[src/rtl/types_amba_pkg.sv]
// Shared AMBA/AXI4 types for the system bus: bus widths, burst and response
// encodings, and the packed AXI4 slave request/response channel bundles.
package types_amba_pkg;

  localparam int unsigned CFG_SYSBUS_ADDR_BITS  = 32;
  localparam int unsigned CFG_SYSBUS_DATA_BITS  = 64;
  localparam int unsigned CFG_SYSBUS_DATA_BYTES = CFG_SYSBUS_DATA_BITS / 8;
  localparam int unsigned CFG_SYSBUS_ID_BITS    = 5;
  localparam int unsigned CFG_SYSBUS_USER_BITS  = 1;

  localparam logic [1:0] AXI_BURST_FIXED = 2'b00;
  localparam logic [1:0] AXI_BURST_INCR  = 2'b01;
  localparam logic [1:0] AXI_BURST_WRAP  = 2'b10;

  localparam logic [1:0] AXI_RESP_OKAY   = 2'b00;
  localparam logic [1:0] AXI_RESP_SLVERR = 2'b10;

  // Address-phase payload shared by AR and AW
  typedef struct packed {
    logic [CFG_SYSBUS_ADDR_BITS-1:0] addr;
    logic [7:0]                      len;
    logic [2:0]                      size;
    logic [1:0]                      burst;
  } axi4_metadata_type;

  typedef struct packed {
    logic                             aw_valid;
    axi4_metadata_type                aw_bits;
    logic [CFG_SYSBUS_ID_BITS-1:0]    aw_id;
    logic [CFG_SYSBUS_USER_BITS-1:0]  aw_user;
    logic                             w_valid;
    logic [CFG_SYSBUS_DATA_BITS-1:0]  w_data;
    logic                             w_last;
    logic [CFG_SYSBUS_DATA_BYTES-1:0] w_strb;
    logic                             b_ready;
    logic                             ar_valid;
    axi4_metadata_type                ar_bits;
    logic [CFG_SYSBUS_ID_BITS-1:0]    ar_id;
    logic [CFG_SYSBUS_USER_BITS-1:0]  ar_user;
    logic                             r_ready;
  } axi4_slave_in_type;

  typedef struct packed {
    logic                             aw_ready;
    logic                             w_ready;
    logic                             b_valid;
    logic [1:0]                       b_resp;
    logic [CFG_SYSBUS_ID_BITS-1:0]    b_id;
    logic [CFG_SYSBUS_USER_BITS-1:0]  b_user;
    logic                             ar_ready;
    logic                             r_valid;
    logic [1:0]                       r_resp;
    logic [CFG_SYSBUS_DATA_BITS-1:0]  r_data;
    logic                             r_last;
    logic [CFG_SYSBUS_ID_BITS-1:0]    r_id;
    logic [CFG_SYSBUS_USER_BITS-1:0]  r_user;
  } axi4_slave_out_type;

  // Beats wider than 8 bytes do not exist on this bus; clamp to 3
  function automatic logic [2:0] clamp_size(input logic [2:0] size);
    return (size > 3'd3) ? 3'd3 : size;
  endfunction

endpackage

[src/rtl/axi4_burst_next_addr.sv]
// Combinational AXI4 burst address sequencer.
// Ports: i_addr current beat address, i_len burst length-1, i_size log2 beat
// bytes, i_burst burst type; o_next_addr_c address of the following beat.
module axi4_burst_next_addr
  import types_amba_pkg::*;
(
  input  logic [CFG_SYSBUS_ADDR_BITS-1:0] i_addr,
  input  logic [7:0]                      i_len,
  input  logic [2:0]                      i_size,
  input  logic [1:0]                      i_burst,
  output logic [CFG_SYSBUS_ADDR_BITS-1:0] o_next_addr_c
);

  localparam int unsigned AW = CFG_SYSBUS_ADDR_BITS;

  logic [AW-1:0] w_step;
  logic [AW-1:0] w_mask;
  logic [AW-1:0] w_incr;

  // WRAP keeps the upper bits and wraps the low bits inside a (len+1)*step window
  always_comb begin
    w_step        = AW'(1) << i_size;
    w_mask        = ((AW'(i_len) + AW'(1)) << i_size) - AW'(1);
    w_incr        = i_addr + w_step;
    o_next_addr_c = w_incr;
    case (i_burst)
      AXI_BURST_FIXED: o_next_addr_c = i_addr;
      AXI_BURST_WRAP:  o_next_addr_c = (i_addr & ~w_mask) | (w_incr & w_mask);
      default:         o_next_addr_c = w_incr;
    endcase
  end

endmodule

[src/rtl/axi4_slv_mem.sv]
// AXI4 slave that splits read/write bursts into single-beat requests on a
// ready/valid memory port, one transaction at a time.
// Ports: i_clk/i_nrst clock and async active-low reset; i_xslvi/o_xslvo AXI4
// slave channels; o_req_* memory request (valid/ready with i_req_ready);
// i_resp_* one-cycle memory response pulse with read data and error.
module axi4_slv_mem
  import types_amba_pkg::*;
#(
  parameter bit rd_priority = 1'b1
) (
  input  logic                             i_clk,
  input  logic                             i_nrst,
  input  axi4_slave_in_type                i_xslvi,
  output axi4_slave_out_type               o_xslvo,
  output logic                             o_req_valid,
  input  logic                             i_req_ready,
  output logic                             o_req_write,
  output logic [CFG_SYSBUS_ADDR_BITS-1:0]  o_req_addr,
  output logic [2:0]                       o_req_size,
  output logic [CFG_SYSBUS_DATA_BITS-1:0]  o_req_wdata,
  output logic [CFG_SYSBUS_DATA_BYTES-1:0] o_req_wstrb,
  input  logic                             i_resp_valid,
  input  logic [CFG_SYSBUS_DATA_BITS-1:0]  i_resp_rdata,
  input  logic                             i_resp_err
);

  typedef enum logic [2:0] {
    ST_IDLE    = 3'd0,
    ST_RD_REQ  = 3'd1,
    ST_RD_WAIT = 3'd2,
    ST_RD_BEAT = 3'd3,
    ST_WR_DATA = 3'd4,
    ST_WR_REQ  = 3'd5,
    ST_WR_WAIT = 3'd6,
    ST_WR_RESP = 3'd7
  } state_t;

  state_t                             r_state;
  state_t                             w_state_nxt;
  logic                               r_armed;
  logic                               r_last_wr;
  logic [CFG_SYSBUS_ADDR_BITS-1:0]    r_addr;
  logic [7:0]                         r_len;
  logic [7:0]                         r_cnt;
  logic [2:0]                         r_size;
  logic [1:0]                         r_burst;
  logic [CFG_SYSBUS_ID_BITS-1:0]      r_id;
  logic [CFG_SYSBUS_USER_BITS-1:0]    r_user;
  logic                               r_err;
  logic [CFG_SYSBUS_DATA_BITS-1:0]    r_wdata;
  logic [CFG_SYSBUS_DATA_BYTES-1:0]   r_wstrb;
  logic [CFG_SYSBUS_DATA_BITS-1:0]    r_rdata;
  logic [1:0]                         r_rresp;
  logic                               r_rlast;
  logic                               w_ar_sel;
  logic                               w_aw_sel;
  logic [CFG_SYSBUS_ADDR_BITS-1:0]    w_next_addr;
  logic                               w_unused;

  // WLAST carries no information here: beat count comes from len
  assign w_unused = i_xslvi.w_last;

  axi4_burst_next_addr u_next_addr (
    .i_addr        (r_addr),
    .i_len         (r_len),
    .i_size        (r_size),
    .i_burst       (r_burst),
    .o_next_addr_c (w_next_addr)
  );

  // Address-channel arbitration; r_armed keeps readies low in the first cycle out of reset
  always_comb begin
    w_ar_sel = 1'b0;
    w_aw_sel = 1'b0;
    if ((r_state == ST_IDLE) && r_armed) begin
      if (i_xslvi.ar_valid && i_xslvi.aw_valid) begin
        if (rd_priority || r_last_wr) w_ar_sel = 1'b1;
        else                          w_aw_sel = 1'b1;
      end else begin
        w_ar_sel = i_xslvi.ar_valid;
        w_aw_sel = i_xslvi.aw_valid;
      end
    end
  end

  // State register
  always_ff @(posedge i_clk or negedge i_nrst) begin
    if (!i_nrst) r_state <= ST_IDLE;
    else         r_state <= w_state_nxt;
  end

  // Next-state logic
  always_comb begin
    w_state_nxt = r_state;
    case (r_state)
      ST_IDLE: begin
        if (w_ar_sel)      w_state_nxt = ST_RD_REQ;
        else if (w_aw_sel) w_state_nxt = ST_WR_DATA;
      end
      ST_RD_REQ:  if (i_req_ready)      w_state_nxt = ST_RD_WAIT;
      ST_RD_WAIT: if (i_resp_valid)     w_state_nxt = ST_RD_BEAT;
      ST_RD_BEAT: if (i_xslvi.r_ready)  w_state_nxt = r_rlast ? ST_IDLE : ST_RD_REQ;
      ST_WR_DATA: if (i_xslvi.w_valid)  w_state_nxt = ST_WR_REQ;
      ST_WR_REQ:  if (i_req_ready)      w_state_nxt = ST_WR_WAIT;
      ST_WR_WAIT: if (i_resp_valid)     w_state_nxt = (r_cnt == r_len) ? ST_WR_RESP : ST_WR_DATA;
      ST_WR_RESP: if (i_xslvi.b_ready)  w_state_nxt = ST_IDLE;
      default:                          w_state_nxt = ST_IDLE;
    endcase
  end

  // Transaction context, beat counter and response capture
  always_ff @(posedge i_clk or negedge i_nrst) begin
    if (!i_nrst) begin
      r_armed   <= 1'b0;
      r_last_wr <= 1'b0;
      r_addr    <= '0;
      r_len     <= '0;
      r_cnt     <= '0;
      r_size    <= '0;
      r_burst   <= '0;
      r_id      <= '0;
      r_user    <= '0;
      r_err     <= 1'b0;
      r_wdata   <= '0;
      r_wstrb   <= '0;
      r_rdata   <= '0;
      r_rresp   <= '0;
      r_rlast   <= 1'b0;
    end else begin
      r_armed <= 1'b1;
      case (r_state)
        ST_IDLE: begin
          if (w_ar_sel) begin
            r_addr    <= i_xslvi.ar_bits.addr;
            r_len     <= i_xslvi.ar_bits.len;
            r_size    <= clamp_size(i_xslvi.ar_bits.size);
            r_burst   <= i_xslvi.ar_bits.burst;
            r_id      <= i_xslvi.ar_id;
            r_user    <= i_xslvi.ar_user;
            r_cnt     <= '0;
            r_err     <= 1'b0;
            r_last_wr <= 1'b0;
          end else if (w_aw_sel) begin
            r_addr    <= i_xslvi.aw_bits.addr;
            r_len     <= i_xslvi.aw_bits.len;
            r_size    <= clamp_size(i_xslvi.aw_bits.size);
            r_burst   <= i_xslvi.aw_bits.burst;
            r_id      <= i_xslvi.aw_id;
            r_user    <= i_xslvi.aw_user;
            r_cnt     <= '0;
            r_err     <= 1'b0;
            r_last_wr <= 1'b1;
          end
        end
        ST_RD_WAIT: begin
          if (i_resp_valid) begin
            r_rdata <= i_resp_rdata;
            r_rresp <= i_resp_err ? AXI_RESP_SLVERR : AXI_RESP_OKAY;
            r_rlast <= (r_cnt == r_len);
          end
        end
        ST_RD_BEAT: begin
          if (i_xslvi.r_ready && !r_rlast) begin
            r_addr <= w_next_addr;
            r_cnt  <= r_cnt + 8'd1;
          end
        end
        ST_WR_DATA: begin
          if (i_xslvi.w_valid) begin
            r_wdata <= i_xslvi.w_data;
            r_wstrb <= i_xslvi.w_strb;
          end
        end
        ST_WR_WAIT: begin
          if (i_resp_valid) begin
            r_err <= r_err | i_resp_err;
            if (r_cnt != r_len) begin
              r_addr <= w_next_addr;
              r_cnt  <= r_cnt + 8'd1;
            end
          end
        end
        default: ;
      endcase
    end
  end

  // AXI4 response channels decoded from state and held registers
  always_comb begin
    o_xslvo          = '0;
    o_xslvo.ar_ready = w_ar_sel;
    o_xslvo.aw_ready = w_aw_sel;
    o_xslvo.w_ready  = (r_state == ST_WR_DATA);
    o_xslvo.b_valid  = (r_state == ST_WR_RESP);
    o_xslvo.b_resp   = r_err ? AXI_RESP_SLVERR : AXI_RESP_OKAY;
    o_xslvo.b_id     = r_id;
    o_xslvo.b_user   = r_user;
    o_xslvo.r_valid  = (r_state == ST_RD_BEAT);
    o_xslvo.r_resp   = r_rresp;
    o_xslvo.r_data   = r_rdata;
    o_xslvo.r_last   = r_rlast;
    o_xslvo.r_id     = r_id;
    o_xslvo.r_user   = r_user;
  end

  assign o_req_valid = (r_state == ST_RD_REQ) || (r_state == ST_WR_REQ);
  assign o_req_write = (r_state == ST_WR_REQ);
  assign o_req_addr  = r_addr;
  assign o_req_size  = r_size;
  assign o_req_wdata = r_wdata;
  assign o_req_wstrb = r_wstrb;

endmodule

[config.mk]
export PLATFORM = sky130hd
export DESIGN_NAME = axi4_slv_mem
export DESIGN_NICKNAME = d
export VERILOG_FILES = /design/src/rtl/types_amba_pkg.sv /design/src/rtl/axi4_burst_next_addr.sv /design/src/rtl/axi4_slv_mem.sv
export SDC_FILE = /design/constraint.sdc
export NUM_CORES = 1
export LEC_CHECK = 0
export ABC_CLOCK_PERIOD_IN_PS = 8000
export CAP_MARGIN = 20
export CORE_UTILIZATION = 30
export DETAILED_ROUTE_END_ITERATION = 7
export DONT_BUFFER_PORTS = 1
export PLACE_DENSITY = 0.5
export SLEW_MARGIN = 20
export SYNTH_ARGS = -nofsm -noshare
export SYNTH_HDL_FRONTEND = slang
export SYNTH_SLANG_ARGS = --single-unit
[constraint.sdc]
create_clock -name i_clk -period 8 [get_ports i_clk]
set_clock_uncertainty 0.2 [all_clocks]
set_input_delay 0.4 -clock i_clk [delete_from_list [all_inputs] [get_ports i_clk]]
set_output_delay 0.4 -clock i_clk [all_outputs]
set_load 0.01 [all_outputs]
* Word-level counts from Yosys, hierarchy flattened
Index checks and enable logic that the tools add are counted.
** Storage, ports and cells
- Register bits :: 203
- Input port bits :: 249
- Output and inout bits :: 195
- Logic and storage cells :: 111
** Operators by class
- Add/subtract/negate cells :: 4
- Magnitude comparators :: 2
- Equal/unequal tests :: 20
- Shift operators :: 2
- Multiplexer cells :: 47
- Bitwise logic cells :: 5
- Reduce and logical (&&, ||, !) cells :: 16
** Operators by type and width (count)
- 32-bit two-way mux :: 5
- 32-bit case mux with 3 select lines :: 1
- 32-bit AND :: 2
- 32-bit case mux with 2 select lines :: 1
- 8-bit two-way mux :: 7
- 3-bit two-way mux :: 13
- 32-bit adder :: 1
- 32-bit inverter :: 1
- 32-bit bitwise OR :: 1
- 1-bit by 3-bit << shifter with 32-bit output (first input constant) :: 1
- 32-bit by 3-bit << shifter with 32-bit output :: 1
- 32-bit by 1-bit subtractor with 32-bit output (second input constant) :: 1
- 3-bit case mux with 8 select lines :: 1
- 8-bit case mux with 3 select lines :: 1
- 2-bit != test (second input constant) :: 8
- 3-bit == test (second input constant) :: 4
- 1-bit two-way mux :: 10
- 2-bit two-way mux :: 5
- 5-bit two-way mux :: 2
- 8-bit by 1-bit adder with 9-bit output (second input constant) :: 1
- 8-bit by 1-bit adder with 8-bit output (second input constant) :: 1
- 8-bit == test :: 1
- 8-bit != test :: 1
- 8-bit AND reduction :: 1
- other kinds (18) :: 25

* Depth between registers and ports, before layout
- Depth after elaboration :: 10
- Gate-level depth with buffers :: 17
- Mapped depth without buffers :: 13

* Hierarchy
A second synthesis with hierarchy kept.
** Unflattened totals
- Cell total of the unflattened synthesis :: 1096
- Area, all modules :: 11428.5 um^2
** Modules (own cells, without submodules)
- axi4_slv_mem :: instances 1, cells each 719, area each 8888.5 um^2, sequential area each 5054.8 um^2
- axi4_burst_next_addr :: instances 1, cells each 377, area each 2539.9 um^2, sequential area each 0.0 um^2

* Worst setup path after synthesis
OpenSTA, ideal clock, no wires.
- Path type :: flip-flop to flip-flop
- Start :: register r_size[1] (netlist: o_req_size[1])
- End :: register (tool-made name)
- Data arrival time :: 4054 ps
- Data required time :: 7666 ps
- Slack :: 3612 ps
- Stages on the path, launching flop included :: 17
- Buffers on the path :: 4
- Period minus slack after synthesis :: 4388 ps
- Cells stage by stage :: dfrtp_1 clkbuf_1 clkbuf_1 buf_1 nor3_1 ha_1 inv_1 fa_1 nor2b_1 o21ai_0 a21o_1 a2111oi_0 and4_1 clkbuf_1 nand3_1 a311oi_1 o22ai_1
** RTL lines
- from (decl) :: RTL line axi4_slv_mem.sv:45 : logic [2:0] r_size;
- from (signal assigned) :: RTL line axi4_slv_mem.sv:136 : r_size <= clamp_size(i_xslvi.ar_bits.size);
- from (signal assigned) :: RTL line axi4_slv_mem.sv:146 : r_size <= clamp_size(i_xslvi.aw_bits.size);

==> flow_summary.yaml <==
placed_design:
  io_buffers: 0
  place_congestion: 0.843
  dp_hpwl_mm: 25.4
route:
  drc_errors: 36
  wirelength_mm: 36.8
  antenna_left: 0
  post_drt_wl_per_cell_um: 21.3
  drt_iter0_drc: 550
  drt_pre_antenna_iters: 7
  vias_per_cell: 5.28
  vias: 9123
die:
  die_w_um: 193
  fp.dieH_um: 193
  initial_core_util_pct: 30.5
  dieArea_sq_um: 37100
  num_rows: 69
  core-area_sq_um: 35700
  io_pins: 444
timing:
  max_freq_ghz: 0.200
  relSlewSlack_pct: 25.0
  finalSetupViolCount: 0
  hold_viol: 0
  fin_crit_ns: 5.00
  slew_viol_final: 0
  fin_crit_sh_pct: 62.5
  tns_ns: 0
  rsz0062_at_grt: "no"
  worst_slew_pin_slew_ns: 1.13
clocking:
  htree_num_levels: 1
  clkSinkCount: 202
  ctsResizeCount: 0
  hold_buffers: 216
  clock-root-buffer: "clkbuf_16"
  cts_inserted_buffers: 24
  clockBufferDepth: 3
  insertion_delay_ns: 0.54
  cts_tree: "done"
  clkTransAtPathRegs_ns: 0.06
  post-cts-setup-buffers: 0
run_status:
  violations: "DRC"
  status: "finished, violations left"
synth:
  yosysUniqueCellTypes: 77
  synth_compound_area_share_pct: 14.6
  async_flop_share_pct: 100
  yosys.area_share.simple_pct: 13.2
  synth_fa_ha_area_share_pct: 1.56
  yosys-top-cells-area: "dfrtp_1 (46%), mux2_2 (15%), nand2_1 (3.9%), o21ai_0 (2.9%), mux2i_1 (2.7%)"
  synthMuxAreaShare_pct: 17.2
  yosys.area.top_type: "dfrtp_1"
  synth-edff-count: 0
  synth_top_area_share_pct: 46.4
  ys_ff_latch: 202
  synth_top_family_by_area: "multiplexers"
  syn_avg_cell_area_sq_um: 10.2
  syn_inst: 1069
  yosys_warnings: 0
  ys.flop_type: "dfrtp_1"
  synthXorXnorAreaFrac_pct: 2.65
  seq_area_frac_synth_pct: 46.4
  syn_area_sq_um: 10900
finish:
  layout_commonest_cell: "dlygate4sd3_1"
  area_growth_pct: 30.8
  drive_above_1_share_pct: 17.0
  fill_cells: 3444
  final_cell_mix: "dlygate4sd3_1 (215), dfrtp_1 (202), mux2_2 (141)"
  nNetsFinal: 1510
grt:
  grt_max_degree: 203
  antenna_found_initial: 5
  grt_first_pass_wirelength_mm: 55.0
  use_met2_pct: 33.7
  grt_pass1_vias: 9062
  grt-ovfl-total: 0
  grt_use_total_pct: 19.2
  use_met3_pct: 5.18
  top_usage_layer: "met2"
  met1_usage_pct: 22.8
power:
  ir_drop_uv: 233
  power.leakage_nw: 5.94
  power.switching_mw: 2.46
  switching_share_pct: 43.3
  seqPwrFrac_pct: 41.4
  report.power.total_mw: 5.69
  internal_power_mw: 3.23
  power_density_nw_per_um2: 400
  p_clk_share_pct: 19.2
  pwr-share-comb_pct: 39.4
critical_path:
  cp_max_fo: 16
  endpoint_kind: "flip-flop"
  max_stage_delay_ns: 0.97
  r2r-start: "r_len[0]$_DFFE_PN0P_"
  crit_slowest_cell: "a222oi_1"
  cp_data_arrival_time_ns: 5.24
  crit_type: "reg -> reg"
  path_cells: "ha_1 > nand3_1 > xor2_1 > a22oi_1 > a222oi_1 > a41oi_2 > or3_1 > o21ai_4 > nand3_2 > o311ai_1"
  worst_setup_path_start_kind: "flip-flop"
  crit_start: "r_len[0]$_DFFE_PN0P_"
  critical_path_required_ns: 8.24
worst_hold_path:
  min_from: "i_xslvi[178]"
  hold_class: "in -> reg"
flow_run:
  cap_violations: 0
## final cells by class
class | count | area [sq um] | share of cell area, %
diodes | 2 | 5.00 | 0.0351
clock buffers | 34 | 678 | 4.76
clock inverters | 9 | 104 | 0.729
inverters | 21 | 78.8 | 0.554
multi-input cells | 766 | 5420 | 38.0
flip-flops and latches | 202 | 5050 | 35.5
well taps | 461 | 577 | 4.05
repair buffers | 233 | 2330 | 16.3
## cell families after synthesis
| group | count (synthesis) |
|---|---|
| AND/OR/NAND/NOR | 306 |
| AO/OA/AOI/OAI | 241 |
| flip-flops | 202 |
| multiplexers | 170 |
| buffers and inverters | 102 |
| XOR/XNOR | 33 |
| adder cells (fa/ha/maj) | 13 |
| other | 2 |
## final timing paths
kind | end | slack [ns] | cells after the start
setup / recovery | flip-flop | 3.00 | 10
min in group asynchronous | r_len[0]$_DFFE_PN0P_ | 0.21 | 2
hold reg to reg | r_cnt[0]$_DFFE_PN0P_ | 0.36 | 1
hold / removal | flip-flop | 0.01 | 4
setup reg to reg | flip-flop | 3.00 | 10
max in group asynchronous | asynchronous set/reset pin | 6.27 | 3
## metrics by stage
step	util, %	setup WS, ns	hold slack [ns]	cell area (sq um)	instances
4_1_cts	39.8	3.11	0.00250	14200	1725
3_5_place_dp	31.5	3.13	-0.0871	11200	1466
6_report	39.9	3.00	0.00983	14200	1728
5_1_grt	39.9	2.59	0.0379	14200	1727
2_1_floorplan	-	3.61	-0.0956	10900	1070
3_3_place_gp	31.5	3.24	-0.0855	11200	1466
## cell usage after synthesis, types with 7 or more instances
| cell | n |
|---|---|
| dfrtp_1 | 202 |
| mux2_2 | 141 |
| nand2_1 | 114 |
| o21ai_0 | 63 |
| nor2_1 | 62 |
| clkbuf_1 | 54 |
| a21oi_1 | 47 |
| nand3_1 | 36 |
| mux2i_1 | 29 |
| xor2_1 | 22 |
| a31oi_1 | 21 |
| inv_1 | 21 |
| nor3_1 | 18 |
| buf_4 | 16 |
| a21o_1 | 12 |
| ha_1 | 12 |
| nor2b_1 | 12 |
| a211oi_1 | 11 |
| and3_1 | 11 |
| nand4_1 | 11 |
| xnor2_1 | 11 |
| o31ai_1 | 9 |
| nor4_1 | 8 |
| or3_1 | 8 |
| o211ai_1 | 7 |
| o21a_1 | 7 |
## per-layer routing
| metal | up-vias | wire [um] | part of all wire, % |
|---|---|---|---|
| li1 | 4202 | - | - |
| met1 | 4523 | 14100 | 38 |
| met2 | 338 | 18900 | 51 |
| met3 | 56 | 2690 | 7.3 |
| met4 | 4 | 1060 | 2.9 |
| met5 | - | 23 | 0.063 |
## power groups by stage
stage | clock [mW] | combinational (mW) | sequential [mW]
2_1_floorplan | 0 | 1.73 | 2.02
3_3_place_gp | 0 | 1.97 | 2.38
3_5_place_dp | 0 | 2.02 | 2.38
4_1_cts | 1.12 | 2.23 | 2.37
5_1_grt | 1.16 | 2.49 | 2.42
6_report | 1.09 | 2.24 | 2.36
## critical path: cells and delay by family (launching register included)
kind / cells / cell delay (ns)
AOI/OAI and AO/OA: 5 / 2.17
and+or+nand+nor: 3 / 0.99
DFF: 1 / 0.76
adders and majority gates: 1 / 0.52
xor gates and xnor gates: 1 / 0.25
Note: power is estimated with default switching activity, not from simulation.
